<file path="src/rtl/uart_pkg.sv">
// Shared UART definitions: receiver state type and data width.
package uart_pkg;

  localparam int unsigned UART_DATA_BITS = 8;

  typedef enum logic [2:0] {
    ST_IDLE  = 3'd0,
    ST_START = 3'd1,
    ST_DATA  = 3'd2,
    ST_STOP  = 3'd3,
    ST_BREAK = 3'd4
  } uart_state_t;

endpackage

</file>
<file path="src/rtl/sync_2ff.sv">
// Two-flop synchronizer for a single asynchronous input bit.
module sync_2ff #(
  parameter logic RESET_VAL = 1'b1
) (
  input  logic clk,
  input  logic rst,
  input  logic d,
  output logic q
);

  logic meta;

  // Double-register the input; both flops come out of reset at RESET_VAL.
  always_ff @(posedge clk or posedge rst) begin
    if (rst) begin
      meta <= RESET_VAL;
      q    <= RESET_VAL;
    end else begin
      meta <= d;
      q    <= meta;
    end
  end

endmodule

</file>
<file path="src/rtl/uart_rx_frontend.sv">
// UART receive front end: 8N1 deframing with mid-bit sampling, a one-deep
// valid/ready output register, frame-error and overrun pulses, and a BREAK
// state that suppresses start detection while the line is held low.
module uart_rx_frontend
  import uart_pkg::*;
#(
  parameter int unsigned CLKS_PER_BIT = 868
) (
  input  logic       clk,
  input  logic       rst,
  input  logic       rx,
  output logic [7:0] rx_data,
  output logic       rx_valid,
  input  logic       rx_ready,
  output logic       frame_err,
  output logic       overrun,
  output logic       busy
);

  localparam int unsigned CW = $clog2(CLKS_PER_BIT);
  localparam int unsigned BW = $clog2(UART_DATA_BITS);

  localparam logic [CW-1:0] BIT_LAST  = CW'(CLKS_PER_BIT - 1);
  localparam logic [CW-1:0] HALF_LAST = CW'(CLKS_PER_BIT / 2 - 1);
  localparam logic [BW-1:0] DATA_LAST = BW'(UART_DATA_BITS - 1);

  logic                      rxs;
  uart_state_t               state;
  logic [CW-1:0]             cnt;
  logic [BW-1:0]             bit_cnt;
  logic [UART_DATA_BITS-1:0] shift;

  logic half_done;
  logic bit_done;
  logic byte_done;
  logic stop_bad;

  sync_2ff #(
    .RESET_VAL(1'b1)
  ) u_sync (
    .clk(clk),
    .rst(rst),
    .d  (rx),
    .q  (rxs)
  );

  assign half_done = (cnt == HALF_LAST);
  assign bit_done  = (cnt == BIT_LAST);
  assign byte_done = (state == ST_STOP) && bit_done && rxs;
  assign stop_bad  = (state == ST_STOP) && bit_done && !rxs;
  assign busy      = (state != ST_IDLE);

  // Deframing FSM: start qualification at half period, then one sample per bit period.
  always_ff @(posedge clk or posedge rst) begin
    if (rst) begin
      state   <= ST_IDLE;
      cnt     <= '0;
      bit_cnt <= '0;
      shift   <= '0;
    end else begin
      case (state)
        ST_IDLE: begin
          cnt <= '0;
          if (!rxs) state <= ST_START;
        end
        ST_START: begin
          if (half_done) begin
            cnt     <= '0;
            bit_cnt <= '0;
            state   <= rxs ? ST_IDLE : ST_DATA;
          end else begin
            cnt <= cnt + 1'b1;
          end
        end
        ST_DATA: begin
          if (bit_done) begin
            cnt   <= '0;
            shift <= {rxs, shift[UART_DATA_BITS-1:1]};
            if (bit_cnt == DATA_LAST) state <= ST_STOP;
            else bit_cnt <= bit_cnt + 1'b1;
          end else begin
            cnt <= cnt + 1'b1;
          end
        end
        ST_STOP: begin
          if (bit_done) begin
            cnt   <= '0;
            state <= rxs ? ST_IDLE : ST_BREAK;
          end else begin
            cnt <= cnt + 1'b1;
          end
        end
        ST_BREAK: begin
          if (rxs) state <= ST_IDLE;
        end
        default: state <= ST_IDLE;
      endcase
    end
  end

  // Output register: load on a good stop bit when free or being drained, else flag overrun.
  always_ff @(posedge clk or posedge rst) begin
    if (rst) begin
      rx_data   <= '0;
      rx_valid  <= 1'b0;
      frame_err <= 1'b0;
      overrun   <= 1'b0;
    end else begin
      frame_err <= stop_bad;
      overrun   <= byte_done && rx_valid && !rx_ready;
      if (byte_done && (!rx_valid || rx_ready)) begin
        rx_data  <= shift;
        rx_valid <= 1'b1;
      end else if (rx_valid && rx_ready) begin
        rx_valid <= 1'b0;
      end
    end
  end

endmodule

</file>
<file path="config.mk">
export PLATFORM = sky130hd
export DESIGN_NAME = uart_rx_frontend
export DESIGN_NICKNAME = d
export VERILOG_FILES = /design/src/rtl/uart_pkg.sv /design/src/rtl/sync_2ff.sv /design/src/rtl/uart_rx_frontend.sv
export SDC_FILE = /design/constraint.sdc
export NUM_CORES = 1
export LEC_CHECK = 0
export BUFFER_PORTS_ARGS = -buffer_cell sky130_fd_sc_hd__buf_4
export CAP_MARGIN = 20
export CORE_MARGIN = 2
export CORE_UTILIZATION = 25
export CTS_CLUSTER_SIZE = 20
export DETAILED_ROUTE_END_ITERATION = 16
export PLACE_DENSITY = 0.38
export SETUP_SLACK_MARGIN = 0.1
export SLEW_MARGIN = 20
export SYNTH_ARGS = -nofsm -noshare
export SYNTH_HDL_FRONTEND = slang
export SYNTH_SLANG_ARGS = --single-unit
export TNS_END_PERCENT = 20
</file>
<file path="constraint.sdc">
create_clock -name clk -period 4.1 [get_ports clk]
set_input_delay 0.205 -clock clk [delete_from_list [all_inputs] [get_ports clk]]
set_output_delay 0.205 -clock clk [all_outputs]
set_load 0.02 [all_outputs]
</file>
==> metrics.txt <==
input/output buffers=15; WL per Instance=13.1 microns; # hold bufs at CTS=0; Clock Path Buffers=2; Slowest Stage Delay on Critical Path=680 ps; post-CTS setup buffer count=0; antenna violations before repair=0; worst skew pair latency=290 ps; Post-route DRC=0; Total GRT Usage=9.96%; top cells by area, synth=dfrtp_1 (47%), mux2_2 (6.6%), mux2_4 (4.0%); Detail Route Antenna Nets=0; via count=1289; slowest CP cell=dfrtp_1; highest-count cells in the layout ignoring fill and taps=dfrtp_1 (35), buf_4 (16), nand2_1 (13), mux2_2 (11), o21ai_0 (9); max_slew headroom=45.1%; final core utilization=30.1%; antenna fix cells=0; Post-Syn Area per Cell=11.6 sq um; Max-cap violations=0; Setup TNS=0 ps; CTS clk-pin slew, worst paths=70 ps; CTS resizes=0; synthesized flop and latch total=37; Top FF cell, synth=dfrtp_1; Final Hold Vio Count=0; Root Driver=clkbuf_8; CP most frequent cell=nor3_1; GPL Wtd Cong=around 0.71; die height=90.5 microns; CP Max Fanout=27; Die W=90.5 microns; fin nets=roughly 190; Via density=between 4 and 5; DP Wirelength=about 2600 microns; vias in the first global route=1295; Peak supply drop=0.181 mV; fillers=740; worst endpoint data arrival time=roughly 2200 ps; crit-path cells=or3b_2 > a31oi_4 > nor3_1 > nor3_1; Unique masters post-synth=52; total wire length=3660 microns; Starting Density=25.8%; FFs w/ async S/R, synth=100%; Final Setup Violations=0; Synth area leader=dfrtp_1; CTS tree=built; core box area=0.00725 sq mm; Setup CP Type=reg -> reg; First-pass DRT Iterations=4; Post-synth EDFFs=0; skew final=3.96 ps; f_max=around 500 MHz; syn nets=169; total die area=0.00819 sq mm; share of cells above drive strength 1=31.3%; RSZ-0062 raised after global routing=no; Post-Syn Area=0.00187 sq mm; CTS Sinks=37; Gate Count Post-Synth=161; grt total ovfl=0; H-Tree Depth=2; Worst Max-Slew Pin Slew=around 820 ps; post-synthesis sequential area ratio=approximately half; total CTS buffers=5; cell row count=31; largest net degree at the start of global routing=38; Tcrit/Tclk final=48.8%; Yosys top cell area share=a little under half; P&R area growth vs syn=16.8%; Setup crit start kind=flip-flop; power per cell area=312 mW/mm^2; Final min period=2000 ps; Static Leak=just under 0.001 uW; worst endpoint required time=roughly 4300 ps; first-pass GRT wire length=6480 microns; # IOs=16; status=completed; Crit. End Element=flip-flop; DRT iter0 DRCs=53; Final Max Slew Viols=0; commonest non-fill, non-tap cell in the layout=dfrtp_1; Hold Crit Class=in -> async; Synth Warn #=0
## where the power goes
group | switching, uW | internal (uW) | leakage [uW]
sequential | 1.40 | 367 | 0.000495
clock | 126 | 177 | 0.0000540
combinational | 7.46 | 2.90 | 0.000433
total | 135 | 546 | 0.000982
## critical path, delay by kind of cell, from the launching register on
family	cells	cell delay (ps)
AOI/OAI and AO/OA	1	280
DFF	1	680
and+or+nand+nor	3	950
## sequential cells by signal (all words and copies together), names as in the netlist
signal       flops
u_sync.meta      1
shift            8
state            3
overrun          1
u_sync.q         1
cnt             10
bit_cnt          3
rx_valid         1
rx_data          8
frame_err        1
## cell usage after synthesis, types with 2 or more instances
library cell  number
nand2b_1           2
nand2_1           13
nand4_1            3
dfrtp_1           35
nor3_1             4
nor2b_1            3
o22ai_1            2
buf_6              2
and3_2             2
mux2_4             5
nand3_1            6
o21ai_0            9
clkbuf_1           3
or3_1              4
ha_1               4
a21oi_1            2
mux2_2            11
mux2i_1            2
dfstp_2            2
nor2_1             6
inv_1              8
o211ai_1           3
## per-layer routing
metal	up-vias	wire (microns)	track usage, %
li1	625	-	-
met1	643	1850	13.6
met2	16	1620	14.5
met3	5	121	3.26
met4	0	65	3.85
met5	-	0	0
## worst paths after layout
| path | startpoint | to | slack (ps) | cells after the start |
|---|---|---|---|---|
| setup reg to reg | state[2] | cnt[3] | 2100 | 4 |
| min in group clk | rx | u_sync.meta | 30 | 1 |
| setup / recovery | state[2] | cnt[3] | 2100 | 4 |
| hold / removal | rst | cnt[4] | 20 | 3 |
| max in group asynchronous | rst | u_sync.q | 3720 | 3 |
| hold reg to reg | u_sync.meta | u_sync.q | 360 | 0 |
## cells by family after synthesis
kind of cell	count (synthesis)	synth area share, %
XOR/XNOR	1	0.468
buffers and inverters	13	3.41
adder cells (fa/ha/maj)	4	2.68
AND/OR/NAND/NOR	59	20.5
multiplexers	18	11.7
flip-flops	37	49.6
AO/OA/AOI/OAI	29	11.6
## per-stage QoR
step	instance area, sq um	cells	hold slack (ps)	power [uW]	worst slack (ps)
5_1_grt	2180	278	8.07	711	1910
3_3_place_gp	2080	271	319	386	2140
3_5_place_dp	2080	271	322	386	2110
2_1_floorplan	1870	161	209	381	2350
4_1_cts	2180	278	19.7	695	2090
6_report	2180	278	21.6	681	2100
## final cells by class
class                           instances  area (sq um)  share of cell area [%]
Multi-Input combinational cell        111           878                    40.2
Clock buffer                            5          68.8                    3.15
Clock inverter                          2          35.0                    1.60
Timing Repair Buffer                   16           120                    5.50
Tap cell                               99           124                    5.67
Inverter                                8          30.0                    1.37
Sequential cell                        37           928                    42.5
Note: power is estimated with default switching activity, not from simulation.
